File: src/rtl/conbus_arb2.sv
// Two-master / one-slave Wishbone arbiter: round-robin grant locked for a whole cyc.
// Optional slave no-ack watchdog enabled by defining CONBUS_ARB_TIMEOUT_EN.
module conbus_arb2 #(
  parameter int unsigned TIMEOUT = 16
) (
  input  logic        sys_clk,
  input  logic        sys_rst_n,
  input  logic [31:0] m0_adr_i,
  input  logic [31:0] m0_dat_i,
  output logic [31:0] m0_dat_o,
  input  logic [3:0]  m0_sel_i,
  input  logic        m0_cyc_i,
  input  logic        m0_stb_i,
  input  logic        m0_we_i,
  output logic        m0_ack_o,
  output logic        m0_err_o,
  input  logic [31:0] m1_adr_i,
  input  logic [31:0] m1_dat_i,
  output logic [31:0] m1_dat_o,
  input  logic [3:0]  m1_sel_i,
  input  logic        m1_cyc_i,
  input  logic        m1_stb_i,
  input  logic        m1_we_i,
  output logic        m1_ack_o,
  output logic        m1_err_o,
  output logic [31:0] s_adr_o,
  output logic [31:0] s_dat_o,
  input  logic [31:0] s_dat_i,
  output logic [3:0]  s_sel_o,
  output logic        s_cyc_o,
  output logic        s_stb_o,
  output logic        s_we_o,
  input  logic        s_ack_i
);

  localparam logic [1:0] OWN_NONE = 2'd0;
  localparam logic [1:0] OWN_M0   = 2'd1;
  localparam logic [1:0] OWN_M1   = 2'd2;

  if (TIMEOUT < 2 || TIMEOUT > 255) begin : g_bad_timeout
    $error("conbus_arb2: TIMEOUT must be within 2..255");
  end

  logic [1:0] owner;
  logic [1:0] owner_nxt;
  logic       last;       // 1: master 1 was granted most recently
  logic       cyc_mux;
  logic       stb_mux;
  logic       timeout;

  // Grants only leave NONE; an owner always passes through NONE before the next grant.
  always_comb begin
    owner_nxt = owner;
    case (owner)
      OWN_NONE: begin
        if (m0_cyc_i && m1_cyc_i) owner_nxt = last ? OWN_M0 : OWN_M1;
        else if (m0_cyc_i)        owner_nxt = OWN_M0;
        else if (m1_cyc_i)        owner_nxt = OWN_M1;
      end
      OWN_M0:  if (!m0_cyc_i) owner_nxt = OWN_NONE;
      OWN_M1:  if (!m1_cyc_i) owner_nxt = OWN_NONE;
      default: owner_nxt = OWN_NONE;
    endcase
  end

  always_ff @(posedge sys_clk or negedge sys_rst_n) begin
    if (!sys_rst_n) begin
      owner <= OWN_NONE;
      last  <= 1'b1;
    end else begin
      owner <= owner_nxt;
      if (owner == OWN_NONE && owner_nxt != OWN_NONE)
        last <= (owner_nxt == OWN_M1);
    end
  end

  always_comb begin
    s_adr_o = '0;
    s_dat_o = '0;
    s_sel_o = '0;
    s_we_o  = 1'b0;
    cyc_mux = 1'b0;
    stb_mux = 1'b0;
    case (owner)
      OWN_M0: begin
        s_adr_o = m0_adr_i;
        s_dat_o = m0_dat_i;
        s_sel_o = m0_sel_i;
        s_we_o  = m0_we_i;
        cyc_mux = m0_cyc_i;
        stb_mux = m0_stb_i;
      end
      OWN_M1: begin
        s_adr_o = m1_adr_i;
        s_dat_o = m1_dat_i;
        s_sel_o = m1_sel_i;
        s_we_o  = m1_we_i;
        cyc_mux = m1_cyc_i;
        stb_mux = m1_stb_i;
      end
      default: ;
    endcase
  end

  assign s_cyc_o  = cyc_mux;
  assign s_stb_o  = stb_mux & ~timeout;
  assign m0_ack_o = s_ack_i & (owner == OWN_M0);
  assign m1_ack_o = s_ack_i & (owner == OWN_M1);
  assign m0_dat_o = s_dat_i;
  assign m1_dat_o = s_dat_i;

`ifdef CONBUS_ARB_TIMEOUT_EN
  localparam logic [7:0] WD_LAST = 8'(TIMEOUT - 1);

  logic [7:0] wd_cnt;

  // Ack in the limit cycle wins over the timeout.
  assign timeout  = cyc_mux & stb_mux & ~s_ack_i & (wd_cnt == WD_LAST);
  assign m0_err_o = timeout & (owner == OWN_M0);
  assign m1_err_o = timeout & (owner == OWN_M1);

  always_ff @(posedge sys_clk or negedge sys_rst_n) begin
    if (!sys_rst_n)
      wd_cnt <= '0;
    else if (timeout || s_ack_i || !stb_mux || owner_nxt != owner)
      wd_cnt <= '0;
    else if (cyc_mux)
      wd_cnt <= wd_cnt + 8'd1;
  end
`else
  assign timeout  = 1'b0;
  assign m0_err_o = 1'b0;
  assign m1_err_o = 1'b0;
`endif

endmodule

File: config.mk
export PLATFORM = sky130hd
export DESIGN_NAME = conbus_arb2
export DESIGN_NICKNAME = d
export VERILOG_FILES = /design/src/rtl/conbus_arb2.sv
export SDC_FILE = /design/constraint.sdc
export NUM_CORES = 1
export LEC_CHECK = 0
export ABC_CLOCK_PERIOD_IN_PS = 2700
export CAP_MARGIN = 20
export CORE_AREA = 2 2 121 123
export DETAILED_ROUTE_END_ITERATION = 12
export DIE_AREA = 0 0 123 125
export SLEW_MARGIN = 10
export SYNTH_ARGS = -nofsm -noshare
export SYNTH_HDL_FRONTEND = slang
export SYNTH_SLANG_ARGS = --single-unit
File: constraint.sdc
create_clock -name sys_clk -period 2.7 [get_ports sys_clk]
set_input_delay 0.54 -clock sys_clk [delete_from_list [all_inputs] [get_ports sys_clk]]
set_output_delay 0.54 -clock sys_clk [all_outputs]
set_load 0.02 [all_outputs]
==> results of run 1 <==
-- final cells by class --
type | count | area [µm²]
Fill cell | 1510 | 10300
Timing Repair Buffer | 225 | 2380
Multi-Input combinational cell | 169 | 1170
Tap cell | 184 | 230
Clock buffer | 4 | 78.8
Sequential cell | 3 | 76.3
Inverter | 2 | 7.51
-- metrics by stage --
stage / util, % / hold slack (ns)
after floorplan: - / 0.244
after global placement: 26.6 / 0.527
after detailed placement: 26.6 / 0.532
after CTS: 27.1 / 0.511
after global routing: 27.7 / 0.517
final: 27.7 / 0.507
-- flip-flops by register name, indices dropped and copies added, names as in the netlist --
register / cells
owner: 2
last: 1
-- layer usage --
layer  up-vias  global-route usage (%)
met3        34                    2.97
li1       1132                       -
met1      1076                    9.04
met2       163                    16.5
met5         -                       0
met4         0                    3.94
-- power by group through the flow --
stage / Clock, µW / Sequential, µW / Combinational [µW]
finish: 233 / 98.7 / 2750
global route: 242 / 103 / 2960
CTS: 237 / 98.6 / 2820
detailed placement: 0 / 99.0 / 2820
global placement: 0 / 96.7 / 2760
floorplan: 0 / 91.6 / 1730
-- worst max-delay path by stage --
stage | to | cells past startpoint | slack (ns) | start
final | s_dat_o[9] | 5 | 0.08 | owner[0]
after global routing | s_dat_o[17] | 5 | 0.0007 | owner[0]
after CTS | s_cyc_o | 6 | 0.02 | owner[1]
after detailed placement | s_adr_o[4] | 5 | 0.11 | owner[0]
after global placement | s_adr_o[20] | 5 | 0.15 | owner[0]
after floorplan | s_adr_o[0] | 4 | 0.76 | owner[0]
-- worst register-to-register path, delay by kind of cell (launching register included) --
| kind | cells | cell delay, ns |
|---|---|---|
| AOI/OAI and AO/OA | 2 | 0.41 |
| DFF | 1 | 0.41 |
| and+or+nand+nor | 1 | 0.17 |
| buffers and inverters | 2 | 0.30 |
| adders and majority gates | 1 | 0.24 |
-- logic make-up after synthesis --
family | share of synthesized area [%]
adders and majority gates | 2.72
DFF | 4.14
AOI/OAI and AO/OA | 31.9
other | 0.204
and+or+nand+nor | 28.0
buffers and inverters | 33.1
-- layout by cell type (no fill, tap or decap), types with 3 or more instances in the layout --
cell,Yosys,routed
ha_2,0,3
clkdlybuf4s50_1,0,169
and2_1,3,3
dlymetal6s2s_1,0,37
a22oi_1,70,70
dlygate4sd2_1,0,11
nor2b_1,70,70
nand2_1,3,3
clkbuf_16,0,3
buf_12,0,5
-- what timing repair did --
item / CTS / global route
gates cloned: 0 / 0
endpoints found under the setup margin: 40 / 37
gates resized for setup: 13 / 37
pin swaps: 0 / 0
==> metrics.yaml, run 1 <==
status:
  status: "finished clean"
grt:
  track_usage_pct: 8.98
  antenna_found_initial: 0
  grt_pass1_vias: 2303
  grt_pass1_wl_mm: 11.2
  grt_max_degree: 40
  grt-ovfl-total: 0
logic_synthesis:
  syn_inst: 262
  synthFlopType: "dfrtp_1"
  synth.distinct_cells: 25
  synth_edf_count: 0
  yosys_warnings: 0
  synth.ff_latch_count: 3
  synth_area_leaders: "a22oi_1, buf_4, nor2b_1, buf_2, dfrtp_1"
  synth_top_area_share_pct: 28.5
  yosys.area.top_type: "a22oi_1"
  seq_area_frac_synth_pct: 4.14
  avgSynthCellArea_um2: 7.03
  synth_top_cells_by_count: "a22oi_1, nor2b_1, buf_4"
  synthesis.area_um2: 1840
  synth-async-reset-ratio_pct: 100
worst_setup_path:
  cp_slowest_cell: "clkdlybuf4s50_1"
  start_kind: "flop"
  crit_family: "buffers and inverters"
  cp_slowest_stage_delay_ns: 0.61
  end_kind: "output port"
  crit_fanout: 32
  required_ns: 2.16
  rr_startpoint: "owner[1]"
  path_buf_inv: 3
  reg2reg_depth: 6
  crit_type: "reg -> out"
  reg2reg_slack_ns: 1.09
  worstPathCellList: "inv_1 -> ha_2 -> buf_12 -> nor2b_1 -> clkdlybuf4s50_1"
  worstPathArrival_ns: 2.08
  r2r_end: "last"
routing:
  wl_met1_mm: 2.66
  dr_wl_met3_mm: 1.05
  top_layer: "met4"
  via_per_inst: 4.10
  wl_mm: 7.80
  wl_per_cell_um: 13.3
  drc: 0
  postRouteAntennaNets: 0
  vias: 2405
  met2_wirelength_mm: 3.81
  first_iter_violations: 66
  firstDrtPassIters: 4
placed_design:
  dp.cells: 583
  dp_hpwl_mm: 6.39
  pre_cts_ws_ns: 0.113
  port_buffers: 217
  dpl_cell_area_um2: 3780
  gp_congestion: 0.687
clock_network:
  insertion_delay_ns: 0.22
  h-tree-depth: 1
  post_cts_buffers: 0
  path_clk_slew_ns: 0.03
  clock_path_buffers: 2
  numClockSinks: 3
  cts_tree: "yes"
  cts_buffers: 3
  postCtsHoldBufs: 0
  root_buffer: "clkbuf_16"
sta:
  hold_viol: 0
  rsz0062_at_grt: "no"
  period_share_pct: 97.0
  fin_worst_skew_ns: 0.000184
  drv_slew: 0
  setup_tns_ns: 0
  setup_viol: 0
  layout_min_cycle_time_ns: 2.62
  max_freq_ghz: 0.382
  setup_slack_ns: 0.0820
min_path:
  hp-class: "in -> async"
pwr:
  swShare_pct: 46.4
  ir_drop_uv: 516
  power_uw: 3080
  power.share.clock_pct: 7.6
  internal_power_uw: 1650
  power_switching_uw: 1430
  seq_power_share_pct: 3.2
  power_density_nw_per_um2: 781
  static-leakage-power_uw: 0.00195
  pwr-share-comb_pct: 89.2
floorplanning:
  floorplan.rows: 44
  ios: 316
  start_util_pct: 13.0
  die_w_um: 123
  die_h_um: 125
  fp.coreArea_um2: 14200
  dieArea_um2: 15400
finish:
  fin_cells: 587
  area_growth_pct: 114
  drive_above_1_share_pct: 4.22
  final_area_um2: 3940
  diodes: 0
  nNetsFinal: 585
job:
  drv_cap: 0
No activity file was read; power rests on OpenSTA's default activity.
==> inputs of run 2 (changes only) <==
--- a/config.mk
+++ b/config.mk
@@ -10,6 +10,7 @@
 export CORE_AREA = 2 2 121 123
 export DETAILED_ROUTE_END_ITERATION = 12
 export DIE_AREA = 0 0 123 125
+export REMOVE_ABC_BUFFERS = 1
 export SLEW_MARGIN = 10
 export SYNTH_ARGS = -nofsm -noshare
 export SYNTH_HDL_FRONTEND = slang
==> run 2 against run 1 <==
Net effect:
- total power grew 5.2%
- critical path depth is the same
- wire length grew 63%
- final area grew 1.6%
- final cell count is the same
- critical path type unchanged
==> metrics.yaml, run 2 (synthesis gave the netlist of run 1 again) <==
floorplanning:
  ios: 316
  start_util_pct: 13.0
  dieArea_um2: 15400
  fp.coreArea_um2: 14200
  die_w_um: 123
  floorplan.rows: 44
  die_h_um: 125
sta:
  whs_ns: 0.503
  fin_worst_skew_ns: 0.000249
  layout_min_cycle_time_ns: 2.59
  max_freq_ghz: 0.386
  period_share_pct: 95.9
  drv_slew: 0
  hold_viol: 0
  setup_viol: 0
  rsz0062_at_grt: "no"
routing:
  via_per_inst: 4.32
  vias: 2536
  firstDrtPassIters: 5
  postRouteAntennaNets: 0
  wl_mm: 12.7
  wl_per_cell_um: 21.6
  drc: 0
  first_iter_violations: 115
worst_setup_path:
  cp_slowest_stage_delay_ns: 0.62
  reg2reg_depth: 6
  worstPathArrival_ns: 2.05
  end_kind: "output port"
  cp_slowest_cell: "clkdlybuf4s50_1"
  reg2reg_slack_ns: 1.11
  required_ns: 2.16
  cp-startpoint: "owner[0]"
  rr_startpoint: "owner[1]"
  cp-endpoint: "s_dat_o[4]"
  crit_fanout: 11
  r2r_end: "last"
  crit_type: "reg -> out"
  start_kind: "flop"
  worstPathCellList: "inv_1 -> ha_2 -> buf_4 -> nor2b_1 -> clkdlybuf4s50_1"
min_path:
  hp-class: "in -> async"
clock_network:
  numClockSinks: 3
  root_buffer: "clkbuf_16"
  post_cts_buffers: 0
  postCtsHoldBufs: 0
  cts_tree: "yes"
  path_clk_slew_ns: 0.03
  clock_path_buffers: 2
  h-tree-depth: 1
  cts_buffers: 3
  insertion_delay_ns: 0.22
pwr:
  power_density_nw_per_um2: 809
  static-leakage-power_uw: 0.00212
  ir_drop_uv: 566
grt:
  grt_pass1_vias: 2484
  grt_max_degree: 61
  track_usage_pct: 15.0
  antenna_found_initial: 0
  grt_pass1_wl_mm: 16.7
  grt-ovfl-total: 0
finish:
  largestRegisters: "owner x2, last x1"
  top_register: "owner"
  drive_above_1_share_pct: 8.19
  fin_cells: 587
  final_cell_mix: "clkdlybuf4s50_1, a22oi_1, nor2b_1, dlymetal6s2s_1"
  area_growth_pct: 117
  nNetsFinal: 585
  layout_commonest_cell: "clkdlybuf4s50_1"
  largest_reg_flops: 2
  diodes: 0
  fin_util_pct: 28.2
status:
  status: "finished clean"
placed_design:
  dp_hpwl_mm: 10.4
  port_buffers: 217
  gp_congestion: 0.762
  dp.cells: 583
job:
  drv_cap: 0
-- run 2: per-stage QoR --
stage	TNS [ns]	area, µm²	total power, µW	worst slack, ns
final	0	4010	3240	0.111
after global routing	0	4010	3490	0.000993
after CTS	0	3890	3330	0.00126
after detailed placement	0	3820	3100	0.199
after global placement	0	3820	3060	0.251
after floorplan	-18.29	1240	1600	-0.263
-- run 2: repair_timing --
action,in CTS,in global routing
resized for setup,8,45
pin swaps,0,0
setup endpoints to repair,8,45
-- run 2: worst min-delay path by stage --
stage | to | slack [ns]
after floorplan | owner[0] | 0.24
after global placement | last | 0.52
after detailed placement | last | 0.53
after CTS | owner[0] | 0.51
after global routing | owner[1] | 0.51
final | owner[0] | 0.50
-- run 2: where the power goes --
part / switching (µW) / internal, µW
Sequential: 26.4 / 72.4
Combinational: 1470 / 1430
Clock: 41.6 / 195
Total: 1540 / 1700
-- run 2: area by class of cell --
class / instances / area, µm²
clock buffer: 4 / 78.8
fill: 1521 / 10200
inverter: 2 / 7.51
multi-input combinational: 169 / 1170
sequential: 3 / 76.3
tap: 184 / 230
timing repair buffer: 225 / 2440
-- run 2: worst max-delay path: cells and delay by family (launching register included) --
family                   cells  cell delay, ns
adder cells (fa/ha/maj)      1            0.36
AND/OR/NAND/NOR              1            0.15
flip-flops                   1            0.43
buffers and inverters        3            0.89
-- run 2: routing by layer --
layer  wire [µm]  global-route usage (%)  vias to the layer above
met5          71                    4.61                        -
met3        2850                    14.5                       11
met4          38                    1.07                        2
met1        4420                    15.4                     1159
met2        5320                    22.6                      230
li1            -                       -                     1134
==> patch, RTL diff (settings of run 1) <==
The option `CONBUS_ARB_TIMEOUT_EN` is turned on by a define.
--- a/src/rtl/conbus_arb2.sv
+++ b/src/rtl/conbus_arb2.sv
@@ -1,5 +1,7 @@
 // Two-master / one-slave Wishbone arbiter: round-robin grant locked for a whole cyc.
 // Optional slave no-ack watchdog enabled by defining CONBUS_ARB_TIMEOUT_EN.
+`define CONBUS_ARB_TIMEOUT_EN
+
 module conbus_arb2 #(
   parameter int unsigned TIMEOUT = 16
 ) (
Formal check against the unedited RTL: same outputs for any inputs over 10 cycles, from zero or initial values and one cycle with sys_rst_n low; that may be too few to reach the edited logic, so the function may still have changed.
==> patch against run 1 <==
- hold slack improved by 0.0066 ns
- sequential cell count grew 8
- setup slack gained 0.048 ns
- routed wire length up 23%
- final area increased by 15%
- total power grew 9.8%
- area after synthesis grew 25%
- utilization up 4.1 points
==> patch: results (changes against run 1) <==
<table>
<tr><th>Metric</th><th>Value</th></tr>
<tr><th colspan="2">CTS</th></tr>
<tr><td>Clock-pin transition on the worst setup and hold timing paths</td><td>0.05 ns (+0.02 ns)</td></tr>
<tr><th colspan="2">Min path</th></tr>
<tr><td>Worst min-delay path class</td><td>reg -&gt; reg</td></tr>
<tr><th colspan="2">Yosys</th></tr>
<tr><td>Sequential cell area fraction in the yosys report</td><td>12.05% (+7.9 points)</td></tr>
<tr><td>Number of unique standard cell types used by synthesis</td><td>35 (+40%)</td></tr>
<tr><th colspan="2">Placed design</th></tr>
<tr><td>Post-place setup slack</td><td>-0.1836 ns (-0.2969 ns)</td></tr>
<tr><td>Placed cell count</td><td>638 (+9.4%)</td></tr>
<tr><td>Sum of net half-perimeters after detailed placement</td><td>6.885 mm (+7.7%)</td></tr>
<tr><td># port buffers</td><td>219 (+0.92%)</td></tr>
<tr><th colspan="2">Timing</th></tr>
<tr><td>Hold slack</td><td>0.5134 ns (+0.006643 ns)</td></tr>
<tr><td>Crit path time final</td><td>2.570 ns (-0.04812 ns)</td></tr>
<tr><td>Worst clock skew</td><td>0.004703 ns (+0.004519 ns)</td></tr>
<tr><th colspan="2">Critical path</th></tr>
<tr><td>Path depth of the worst reg2reg path</td><td>8 (+2)</td></tr>
<tr><td>RR Startpoint</td><td>owner[0]</td></tr>
<tr><td>Worst setup path endpoint</td><td>s_cyc_o</td></tr>
<tr><td>FF-to-FF End</td><td>wd_cnt[3]</td></tr>
<tr><th colspan="2">Layout</th></tr>
<tr><td>Layout fillers</td><td>1,489 (-1.4%)</td></tr>
<tr><td>Largest regs</td><td>wd_cnt: 8 flops, owner: 2 flops, last: 1 flops</td></tr>
<tr><td>Layout cells sized above 1</td><td>8.043% (+3.8 points)</td></tr>
<tr><th colspan="2">Pwr</th></tr>
<tr><td>Static leakage power</td><td>2.424 nW (+24%)</td></tr>
<tr><td>Worst VDD drop</td><td>0.7988 mV (+55%)</td></tr>
<tr><th colspan="2">Outcome</th></tr>
<tr><td>Result of the run</td><td>complete, no violations</td></tr>
<tr><th colspan="2">Detailed routing</th></tr>
<tr><td>Number of design-rule violations left by the first detailed-router iteration</td><td>79 (+20%)</td></tr>
<tr><td>WL final</td><td>9.572 mm (+23%)</td></tr>
<tr><td>Vias post-DR</td><td>2,781 (+16%)</td></tr>
<tr><th colspan="2">Global route</th></tr>
<tr><td>Wire length of the first global-routing pass</td><td>13.91 mm (+25%)</td></tr>
<tr><td>Overall Global Routing Usage</td><td>10.83% (+1.8 points)</td></tr>
</table>
==> patch: cell types whose count changed in the layout (fill, tap and decap cells not counted), sizes merged, moves of 3 or more <==
cell / change
a21oi: +3
buf: +8
clkdlybuf4s50: -23
dfrtp: +8
dlygate4sd2: +11
dlymetal6s2s: +10
nand2: +4
nand4: +4
nor2: +13
xor2: +5
==> patch: critical path, stage by stage (launching register included) <==
cell and delay, ns:
dfrtp_1 0.37, buf_4 0.15, ha_2 0.23, buf_12 0.17, a22o_4 0.24, buf_4 0.14
and2_1 0.16, dlygate4sd2_1 0.32
==> patch: layer usage <==
metal,track usage (%),up-vias,routed length [um]
met5,0,-,0
met1,12.50,1276,3630
met4,3.075,0,172
met2,19.82,153,4885
met3,2.235,30,883
li1,-,1322,-
==> patch: layout make-up <==
class | instances | area, um^2 | area share (%)
Sequential cell | 11 | 276.5 | 6.118
Multi-Input combinational cell | 205 | 1425 | 31.53
Tap cell | 184 | 230.2 | 5.094
Timing Repair Buffer | 236 | 2492 | 55.15
Inverter | 4 | 15.01 | 0.3322
Clock buffer | 3 | 75.07 | 1.661
Clock inverter | 1 | 5.005 | 0.1107
==> patch: what timing repair did <==
action / CTS / global route
gates cloned: 1 / 1
setup endpoints to repair: 45 / 50
hold buffers: 0 / 0
resized for setup: 28 / 54
endpoints found under the hold margin: 0 / 0
==> patch: cells by family after synthesis <==
logic type               synth area share (%)
XOR/XNOR                                2.672
flip-flops                              12.05
adder cells (fa/ha/maj)                 2.726
buffers and inverters                   26.61
AND/OR/NAND/NOR                         27.92
multiplexers                           0.4362
AO/OA/AOI/OAI                           27.59
